--- src/rtl/vga_pkg.sv ---
// Shared timing constants and the phase type used by both axis FSMs.
package vga_pkg;

    localparam int CNT_W = 10;
    localparam int CNT_MAX = 1 << CNT_W;

    localparam int DEF_H_ACTIVE = 800;
    localparam int DEF_H_FP     = 40;
    localparam int DEF_H_SYNC   = 48;
    localparam int DEF_H_BP     = 40;
    localparam int H_TOTAL      = DEF_H_ACTIVE + DEF_H_FP + DEF_H_SYNC + DEF_H_BP;

    localparam int DEF_V_ACTIVE = 480;
    localparam int DEF_V_FP     = 13;
    localparam int DEF_V_SYNC   = 3;
    localparam int DEF_V_BP     = 29;
    localparam int V_TOTAL      = DEF_V_ACTIVE + DEF_V_FP + DEF_V_SYNC + DEF_V_BP;

    // Region of one axis: visible, front porch, sync pulse, back porch.
    typedef enum logic [1:0] {
        PH_ACT = 2'd0,
        PH_FPS = 2'd1,
        PH_SYN = 2'd2,
        PH_BPS = 2'd3
    } phase_t;

endpackage

--- src/rtl/vga_timing_gen_if.sv ---
// Video timing bundle: sync, data enable, pixel position and strobes.
interface vga_timing_gen_if;
    logic       hsync;
    logic       vsync;
    logic       de;
    logic [9:0] sx;
    logic [9:0] sy;
    logic       line_tick;
    logic       frame_tick;

    modport master (
        output hsync, vsync, de, sx, sy, line_tick, frame_tick
    );

    modport slave (
        input hsync, vsync, de, sx, sy, line_tick, frame_tick
    );
endinterface

--- src/rtl/vga_axis_counter.sv ---
// One timing axis: a wrapping position counter with a phase FSM that
// tracks which region (active/front porch/sync/back porch) the count is in.
module vga_axis_counter
    import vga_pkg::*;
#(
    parameter int ACTIVE = DEF_H_ACTIVE,
    parameter int FP     = DEF_H_FP,
    parameter int SYNC   = DEF_H_SYNC,
    parameter int BP     = DEF_H_BP
) (
    input  logic             clk,
    input  logic             rst_n,
    input  logic             adv,
    output logic [CNT_W-1:0] count,
    output phase_t           phase
);

    localparam int TOTAL = ACTIVE + FP + SYNC + BP;

    localparam logic [CNT_W-1:0] LAST_ACT = CNT_W'(ACTIVE - 1);
    localparam logic [CNT_W-1:0] LAST_FP  = CNT_W'(ACTIVE + FP - 1);
    localparam logic [CNT_W-1:0] LAST_SYN = CNT_W'(ACTIVE + FP + SYNC - 1);
    localparam logic [CNT_W-1:0] LAST     = CNT_W'(TOTAL - 1);

    // A 10-bit counter cannot represent longer axes; every region must be
    // non-empty or the phase FSM would skip a boundary.
    generate
        if (TOTAL > CNT_MAX) begin : g_total_too_long
            $error("vga_axis_counter: axis total exceeds 1024");
        end
        if (ACTIVE < 1 || FP < 1 || SYNC < 1 || BP < 1) begin : g_empty_region
            $error("vga_axis_counter: every timing region must be at least 1");
        end
    endgenerate

    logic wrap;
    assign wrap = (count == LAST);

    // Counter and phase advance together so the phase always names the
    // region the current count lies in.
    always_ff @(posedge clk or negedge rst_n) begin
        if (!rst_n) begin
            count <= '0;
            phase <= PH_ACT;
        end else if (adv) begin
            count <= wrap ? '0 : count + 1'b1;
            case (phase)
                PH_ACT:  if (count == LAST_ACT) phase <= PH_FPS;
                PH_FPS:  if (count == LAST_FP)  phase <= PH_SYN;
                PH_SYN:  if (count == LAST_SYN) phase <= PH_BPS;
                PH_BPS:  if (wrap)              phase <= PH_ACT;
                default: phase <= PH_ACT;
            endcase
        end
    end

endmodule

--- src/rtl/vga_timing_gen.sv ---
// VGA timing generator: horizontal and vertical axis counters with
// registered sync, data enable, position and line/frame strobes.
module vga_timing_gen
    import vga_pkg::*;
#(
    parameter int H_ACTIVE = DEF_H_ACTIVE,
    parameter int H_FP     = DEF_H_FP,
    parameter int H_SYNC   = DEF_H_SYNC,
    parameter int H_BP     = DEF_H_BP,
    parameter int V_ACTIVE = DEF_V_ACTIVE,
    parameter int V_FP     = DEF_V_FP,
    parameter int V_SYNC   = DEF_V_SYNC,
    parameter int V_BP     = DEF_V_BP,
    parameter bit HS_POL   = 1'b0,
    parameter bit VS_POL   = 1'b0
) (
    input  logic              clk,
    input  logic              rst_n,
    vga_timing_gen_if.master  bus
);

    localparam int H_LEN = H_ACTIVE + H_FP + H_SYNC + H_BP;

    localparam logic [CNT_W-1:0] H_LAST     = CNT_W'(H_LEN - 1);
    localparam logic [CNT_W-1:0] V_LAST_ACT = CNT_W'(V_ACTIVE - 1);

    logic [CNT_W-1:0] h_count;
    logic [CNT_W-1:0] v_count;
    phase_t           h_phase;
    phase_t           v_phase;
    logic             h_wrap;

    assign h_wrap = (h_count == H_LAST);

    vga_axis_counter #(
        .ACTIVE (H_ACTIVE),
        .FP     (H_FP),
        .SYNC   (H_SYNC),
        .BP     (H_BP)
    ) u_h_axis (
        .clk   (clk),
        .rst_n (rst_n),
        .adv   (1'b1),
        .count (h_count),
        .phase (h_phase)
    );

    vga_axis_counter #(
        .ACTIVE (V_ACTIVE),
        .FP     (V_FP),
        .SYNC   (V_SYNC),
        .BP     (V_BP)
    ) u_v_axis (
        .clk   (clk),
        .rst_n (rst_n),
        .adv   (h_wrap),
        .count (v_count),
        .phase (v_phase)
    );

    // Register every output from the current counter state (one clock latency).
    always_ff @(posedge clk or negedge rst_n) begin
        if (!rst_n) begin
            bus.sx         <= '0;
            bus.sy         <= '0;
            bus.de         <= 1'b0;
            bus.hsync      <= ~HS_POL;
            bus.vsync      <= ~VS_POL;
            bus.line_tick  <= 1'b0;
            bus.frame_tick <= 1'b0;
        end else begin
            bus.sx         <= h_count;
            bus.sy         <= v_count;
            bus.de         <= (h_phase == PH_ACT) && (v_phase == PH_ACT);
            bus.hsync      <= (h_phase == PH_SYN) ? HS_POL : ~HS_POL;
            bus.vsync      <= (v_phase == PH_SYN) ? VS_POL : ~VS_POL;
            bus.line_tick  <= h_wrap;
            // Start of vertical blanking: last clock of the last visible line.
            bus.frame_tick <= h_wrap && (v_count == V_LAST_ACT);
        end
    end

endmodule

--- src/flat_wrapper.sv ---
// flat-port wrapper written by rule: the top's interface ports become plain ports
module vga_timing_gen_flat import vga_pkg::*;
#(
    parameter int H_ACTIVE = DEF_H_ACTIVE,
    parameter int H_FP     = DEF_H_FP,
    parameter int H_SYNC   = DEF_H_SYNC,
    parameter int H_BP     = DEF_H_BP,
    parameter int V_ACTIVE = DEF_V_ACTIVE,
    parameter int V_FP     = DEF_V_FP,
    parameter int V_SYNC   = DEF_V_SYNC,
    parameter int V_BP     = DEF_V_BP,
    parameter bit HS_POL   = 1'b0,
    parameter bit VS_POL   = 1'b0
)
  (clk, rst_n, bus_hsync, bus_vsync, bus_de, bus_sx, bus_sy, bus_line_tick, bus_frame_tick);
  vga_timing_gen_if bus_i ();
  input  logic clk;
  input  logic rst_n;
  output wire logic [$bits(bus_i.hsync)-1:0] bus_hsync;
  output wire logic [$bits(bus_i.vsync)-1:0] bus_vsync;
  output wire logic [$bits(bus_i.de)-1:0] bus_de;
  output wire logic [$bits(bus_i.sx)-1:0] bus_sx;
  output wire logic [$bits(bus_i.sy)-1:0] bus_sy;
  output wire logic [$bits(bus_i.line_tick)-1:0] bus_line_tick;
  output wire logic [$bits(bus_i.frame_tick)-1:0] bus_frame_tick;
  assign bus_hsync = bus_i.hsync;
  assign bus_vsync = bus_i.vsync;
  assign bus_de = bus_i.de;
  assign bus_sx = bus_i.sx;
  assign bus_sy = bus_i.sy;
  assign bus_line_tick = bus_i.line_tick;
  assign bus_frame_tick = bus_i.frame_tick;
  vga_timing_gen #(.H_ACTIVE(H_ACTIVE), .H_FP(H_FP), .H_SYNC(H_SYNC), .H_BP(H_BP), .V_ACTIVE(V_ACTIVE), .V_FP(V_FP), .V_SYNC(V_SYNC), .V_BP(V_BP), .HS_POL(HS_POL), .VS_POL(VS_POL)) u_core (.clk(clk), .rst_n(rst_n), .bus(bus_i));
endmodule
--- config.mk ---
export PLATFORM = sky130hd
export DESIGN_NAME = vga_timing_gen_flat
export DESIGN_NICKNAME = d
export VERILOG_FILES = /design/src/rtl/vga_pkg.sv /design/src/rtl/vga_timing_gen_if.sv /design/src/rtl/vga_axis_counter.sv /design/src/rtl/vga_timing_gen.sv /design/src/flat_wrapper.sv
export SDC_FILE = /design/constraint.sdc
export NUM_CORES = 1
export LEC_CHECK = 0
export CORE_ASPECT_RATIO = 0.8
export CORE_MARGIN = 1
export CORE_UTILIZATION = 38
export CTS_BUF_LIST = sky130_fd_sc_hd__clkbuf_2
export DETAILED_ROUTE_END_ITERATION = 7
export DONT_BUFFER_PORTS = 1
export GPL_TIMING_DRIVEN = 0
export HOLD_SLACK_MARGIN = 0.06
export MAX_ROUTING_LAYER = met4
export PLACE_DENSITY_LB_ADDON = 0.12
export SLEW_MARGIN = 20
export SYNTH_ARGS = -nofsm -noshare
export SYNTH_HDL_FRONTEND = slang
export SYNTH_SLANG_ARGS = --single-unit
--- constraint.sdc ---
create_clock -name clk -period 1.9 [get_ports clk]
set_clock_uncertainty 0.05 [all_clocks]
set_input_delay 0.095 -clock clk [delete_from_list [all_inputs] [get_ports clk]]
set_output_delay 0.095 -clock clk [all_outputs]
set_load 0.005 [all_outputs]
### After elaboration in Yosys (flattened, before gate mapping)

Cells that the tools add are included.

| operators by class | value |
|---|---|
| add/subtract/negate cells | 2 |
| eq/ne operators | 22 |
| mux-type cells | 14 |
| reductions and logical operators | 6 |

Operators by type and width:

| cell | count |
|---|---|
| $eq 10x10->1 const B | 5 |
| $eq 10x9->1 const B | 3 |
| $add 10x1->10 const B | 2 |
| $mux 10 | 2 |
| $mux 2 | 8 |
| $pmux 2 s4 | 2 |
| $ne 2x2->1 const B | 7 |
| $eq 2x2->1 const B | 4 |
| $reduce_and 5->1 | 1 |
| $eq 2x1->1 const B | 2 |
| $logic_not 2->1 | 2 |
| $reduce_and 4->1 | 1 |
| $logic_and 1x1->1 | 2 |
| $mux 1 | 2 |
| $ne 2x1->1 const B | 1 |

| storage, ports and cells | value |
|---|---|
| register bits after elaboration | 49 |
| input port bits | 2 |
| output and inout port bits | 25 |
| word-level logic and storage cells | 55 |

### Depth between registers and ports, before layout

| depth | value |
|---|---|
| word-level depth | 3 |
| mapped depth | 8 |
| gate-level depth less buffers | 7 |

### Modules after synthesis

Synthesis repeated with hierarchy kept, for this count alone.

| unflattened totals | value |
|---|---|
| cells, all modules | 184 |
| area total of the unflattened synthesis | 2,230.9 sq um |

Modules (own cells, without submodules):

| module | times used | cells each | area an instance (sq um) |
|---|---|---|---|
| vga_axis_counter at u_core.u_v_axis | 1 | 73 | 753.2 |
| vga_axis_counter at u_core.u_h_axis | 1 | 74 | 742.0 |
| vga_timing_gen | 1 | 37 | 735.7 |

### Worst setup path after synthesis

Ideal clock, no wire load.

| timing | value |
|---|---|
| path type | reg-to-reg |
| from | reg u_core.u_h_axis.count[0] |
| to | reg u_core.u_h_axis.phase[1] |
| setup time | 0.127 ns |
| data arrival time | 1.801 ns |
| data required time | 1.723 ns |
| slack | -0.079 ns |
| stages on the path, launching flop included | 7 |
| buffers on the path | 0 |
| clock period less this slack | 1.979 ns |
| cell sequence | dfrtp_1 -> ha_1 -> nand4b_1 -> or4_1 -> a21oi_1 -> o22a_1 -> mux2_1 |

| on the way | value |
|---|---|
| longest elaborated chain between the ends | 3 |
| elaborated cells between the ends (all ways) | 9 |
| classes of those cells | 8 x eq/ne; 1 x reduce/logical |

Ends and longest elaborated chain:

| element | line | source |
|---|---|---|
| from (decl) | vga_axis_counter.sv:14 | `output logic [CNT_W-1:0] count,` |
| from (signal assigned) | vga_axis_counter.sv:46 | `count <= wrap ? '0 : count + 1'b1;` |
| $eq 10x10->1, on equally long branches | n/a |  |
| $ne 2x1->1 (no source line) or $ne 2x2->1 (tied branches) | n/a |  |
| $reduce_and 4->1 (no source line) * | n/a |  |
| to (signal assigned) | vga_axis_counter.sv:44 | `phase <= PH_ACT;` |
| to (signal assigned) | vga_axis_counter.sv:48 | `PH_ACT: if (count == LAST_ACT) phase <= PH_FPS;` |
| to (signal assigned) | vga_axis_counter.sv:49 | `PH_FPS: if (count == LAST_FP) phase <= PH_SYN;` |
| to (decl) | vga_axis_counter.sv:15 | `output phase_t phase` |

Every way passes the cells marked *; elsewhere a longest branch is shown, timed or not.
A chain may end at the register's enable or synchronous reset.

### Worst setup path after layout

| timing | value |
|---|---|
| from | reg u_core.u_v_axis.count[5] |
| to | reg u_core.u_v_axis.phase[1] |

| on the way | value |
|---|---|
| longest elaborated chain between the ends | 3 |
| elaborated cells between the ends (all ways) | 9 |
| classes of those cells | 8 x eq/ne; 1 x reduce/logical |

Ends and longest elaborated chain:

| element | line | source |
|---|---|---|
| from (decl) | vga_axis_counter.sv:14 |  |
| from (signal assigned) | vga_axis_counter.sv:46 |  |
| $eq 10x9->1 (tied with other cells) | vga_axis_counter.sv:48 |  |
| $ne 2x2->1 (no source line) | n/a |  |
| $reduce_and 5->1 (no source line) * | n/a |  |
| to (signal assigned) | vga_axis_counter.sv:48 |  |
| to (signal assigned) | vga_axis_counter.sv:49 |  |
| to (signal assigned) | vga_axis_counter.sv:50 | `PH_SYN: if (count == LAST_SYN) phase <= PH_BPS;` |
| to (decl) | vga_axis_counter.sv:15 |  |

Marks and branches as above.

==> results.md <==
Finish:
- The layout-stage area growth over the synthesis result is 25.8%.
- The count of fill cells added during filler insertion is 440.
- The net count of the finished layout is 216.
- The fraction of the core area covered by cells at the end of the flow is 0.503.
- The fraction of layout cells with a size suffix above 1 is 0.340.
- The antenna cell count is 0.
- The number of standard cells in the layout, taps in and fillers out is 265.

Setup path:
- On the critical path, the stage with the largest delay is an instance of sky130_fd_sc_hd__or4b_4.
- The delay contributed by the slowest stage of the critical path is 0.56 ns.
- The required time at the worst-slack endpoint is 2.21 ns.
- Of all nets on the critical path, the largest fanout is 6.
- The worst setup path is captured at a flop.
- The critical path goes through or4b_4, nor3_4, o2111ai_4, a21oi_2, mux2_4.
- The arrival time of data at the critical path endpoint is 2.36 ns.
- The worst setup path is of the flop to flop kind.
- The startpoint class of the critical path is a flop.

Timing:
- The worst pin sits at a relative slew slack of 0.785.
- The actual slew at the worst max-slew pin is 0.323 ns.
- In the post-route analysis, the smallest setup slack over all paths is -0.147 ns.
- The number of pins exceeding their max-slew limit in the final report is 0.
- The final-report setup violation count is 7.
- The highest attainable clock frequency is 0.488 GHz.
- The post-route fraction of the period consumed by the critical path is 1.08.
- The shortest clock period the worst path allows after layout is 2.05 ns.
- The hold violation count in the final report came to 0.
- Setup repair after global routing could not meet its margin everywhere.

Power and ir drop:
- The relative contribution of sequential cells to total power is 0.678.
- The power density normalized to cell area is 603 nW/um^2.
- In this run the static leakage power is 1.19 nW.
- The power share of the combinational group is 0.022.
- The share of total power consumed by net switching is 0.249.
- The fraction of power consumed by the clock network is 0.300.
- The design draws 1.54 mW.
- The internal power component is 1.16 mW.
- The switching component of the power is 0.384 mW.
- The largest voltage drop on the vdd net is 267 uV.

Die:
- The number of primary I/O pins is 27.
- The core area is 5090 um^2.
- Measured along the y axis, the die boundary spans 67.4 um.
- The floorplan has 23 rows.
- The initial utilization of the core area, before any placement, comes to 0.399.
- The width of the die is 83.8 um.
- The die outline area is 5650 um^2.

Yosys:
- The XOR/XNOR share of the synthesized area is 0.0387.
- The number of flops mapped to enable cells by yosys is 0.
- The number of distinct library cells after synthesis is 40.
- By area the synthesized netlist is led by sky130_fd_sc_hd__dfrtp_1, sky130_fd_sc_hd__ha_1, sky130_fd_sc_hd__dfstp_2, sky130_fd_sc_hd__xor2_1, sky130_fd_sc_hd__nand3_1.
- Counting instances in the post-synthesis netlist gives the leading cell types as sky130_fd_sc_hd__dfrtp_1, sky130_fd_sc_hd__ha_1, sky130_fd_sc_hd__nor2_1.
- After synthesis the cells add up to 2030 um^2.
- The part of the Yosys area used for sequential elements is 0.604.
- The largest family of logic cells by synthesized area is simple AND/OR/NAND/NOR gates.
- The simple logic cell fraction of the synthesized area is 0.159.
- The total of flip-flops plus latches after synthesis is 49.
- The most common cell in the synthesized netlist is sky130_fd_sc_hd__dfrtp_1.
- Of the post-synthesis cell area, the part taken by muxes is 0.0215.
- Of the total synthesized cell area, the portion taken by full adders, half adders and majority gates is 0.0738.
- The fraction of synthesized cell area taken by the top area cell type is 0.578.
- The most frequently used flop master after synthesis is sky130_fd_sc_hd__dfrtp_1.
- The area fraction in compound gates after synthesis is 0.0707.
- Yosys printed 0 warnings.
- The number of nets handed over by synthesis was 180.
- The mean instance size in the synthesized netlist is 12.3 um^2.
- The async set-or-reset flop fraction in the synthesized netlist is 1.00.
- The biggest area consumer among synthesized cells is sky130_fd_sc_hd__dfrtp_1.
- The number of instances in the synthesized netlist is 166.

Min path:
- The tightest min-delay check is of the flop to flop type.

CTS:
- The level count of the clock H-tree is 2.
- The number of sinks on the clock net is 49.
- At the later pin of the worst-skew pair, clock insertion delay measures 0.44 ns.
- The clock passes through at most 2 buffers.
- The cell chosen for the clock root is sky130_fd_sc_hd__clkbuf_2.
- Clock-pin slew was measured on the worst setup and hold paths at 0.25 ns.
- TritonCTS created 5 clock buffers.
- The CTS tree is yes.

GRT:
- The first global-routing pass estimated 6.62 mm of wire.
- The number of antenna violations at the first check in global routing was 0.
- The pin count of the biggest net entering global routing is 27.
- The number of global-route vias before repair is 1256.
- The all-layer global routing usage is 0.162.
- The total congestion overflow after global routing is 0.

Detailed routing:
- The first detailed-routing pass ran for 8 iterations.
- After detailed routing, the average wire length per cell comes to 15.2 um.
- The detail route stage leaves a number of antenna-violating nets equal to 0.
- The count of unresolved DRC violations after routing is 5.
- The number of DRC markers in iteration 0 is 62.
- The total length of routed wires is 4.02 mm.
- Dividing the detail-routed via count by the number of cells gives 5.11.
- The total via count after detailed routing is 1353.

Placed design:
- Routability-driven placement finished with a final weighted congestion of 0.800.
- The number of instances in the placed design is 228.
- Detailed placement finished with a half-perimeter wire length of 2.31 mm.
- The count of input and output buffers is 0.

Job:
- Across the run, the number of max-cap violations was 0.

Outcome:
- The final reports fail on DRC, setup timing.
- The run finished, with violations left.
-- through the flow --
stage                     cell area [um^2]  hold slack, ns  TNS [ns]  setup slack (ns)
after global placement                2110          -0.249    -0.467            -0.227
after global routing                  2560           0.474     -1.28            -0.231
final                                 2560           0.435    -0.668            -0.147
after CTS                             2390           0.428    -0.658            -0.169
after floorplan                       2040          -0.251    -0.120           -0.0653
after detailed placement              2110          -0.250    -0.623            -0.276
-- worst paths after layout --
path | startpoint | slack (ns) | cells past startpoint | endpoint
setup / recovery | u_core.u_v_axis.count[5] | -0.15 | 5 | u_core.u_v_axis.phase[1]
hold / removal | u_core.u_v_axis.count[1] | 0.43 | 0 | u_core.bus.sy[1]
setup reg to reg | u_core.u_v_axis.count[5] | -0.15 | 5 | u_core.u_v_axis.phase[1]
hold reg to reg | u_core.u_v_axis.count[1] | 0.43 | 0 | u_core.bus.sy[1]
max in group asynchronous | rst_n | 0.89 | 4 | u_core.u_h_axis.count[3]
min in group asynchronous | rst_n | 0.57 | 3 | u_core.bus.sy[3]
-- per-layer routing --
metal,GRT usage,wire length [um],vias up
met5,-,0,-
met4,0.0776,69,0
met3,0.0391,152,8
met2,0.209,1740,27
met1,0.235,2060,665
li1,-,-,653
-- repair_timing --
action                     4_1_cts  5_1_grt
setup endpoints to repair       11       15
hold endpoints to repair        49        0
gates resized for setup         17       17
buffers inserted                12       15
pin swaps                        6        7
hold buffers                     4        0
-- registers in the layout, summed over array words and instances (netlist names) --
signal	flops
u_core.u_v_axis.phase	2
u_core.bus.vsync	1
u_core.bus.line_tick	1
u_core.u_h_axis.phase	2
u_core.bus.frame_tick	1
u_core.bus.hsync	1
u_core.bus.sy	10
u_core.bus.de	1
u_core.u_h_axis.count	10
u_core.bus.sx	10
u_core.u_v_axis.count	10
-- cell type report --
class                      count  area [um^2]  area share
timing repair buffer          30          267       0.104
inverter                      12         50.0      0.0196
multi-input combinational    103          872       0.341
clock inverter                 3         25.0     0.00978
buffer                         1         7.51     0.00293
clock buffer                   5         25.0     0.00978
tap                           62         77.6      0.0303
sequential                    49         1240       0.483
-- worst max-delay path: cells and delay by family (launching register included) --
family | cells | cell delay [ns]
AOI/OAI and AO/OA | 2 | 0.32
and+or+nand+nor | 2 | 0.80
muxes | 1 | 0.31
DFF | 1 | 0.50
-- kinds of logic (layout without fill, tap and decap cells) --
kind of cell	Yosys count	count (layout)
AND/OR/NAND/NOR	57	57
flip-flops	49	49
AO/OA/AOI/OAI	21	21
buffers and inverters	14	51
adder cells (fa/ha/maj)	12	12
XOR/XNOR	9	9
multiplexers	4	4
-- cell usage in the layout (no fill, tap or decap), types with 4 or more instances in the layout --
cell type and count:
sky130_fd_sc_hd__dfrtp_1 41, sky130_fd_sc_hd__buf_4 26, sky130_fd_sc_hd__inv_1 11, sky130_fd_sc_hd__nor2_1 11, sky130_fd_sc_hd__ha_1 11, sky130_fd_sc_hd__nand3_1 8
sky130_fd_sc_hd__nand2_1 8, sky130_fd_sc_hd__xor2_1 6, sky130_fd_sc_hd__dfrtp_2 6, sky130_fd_sc_hd__clkbuf_2 5, sky130_fd_sc_hd__o21ai_0 4
-- power groups by stage --
stage	Clock [mW]	Sequential, mW	Combinational, mW
5_1_grt	0.522	1.05	0.0401
3_5_place_dp	0	1.06	0.000000330
2_1_floorplan	0	1.06	0.000000330
3_3_place_gp	0	1.06	0.000000330
4_1_cts	0.483	1.05	0.0372
6_report	0.463	1.05	0.0345
Note: power is estimated with default switching activity, not from simulation.
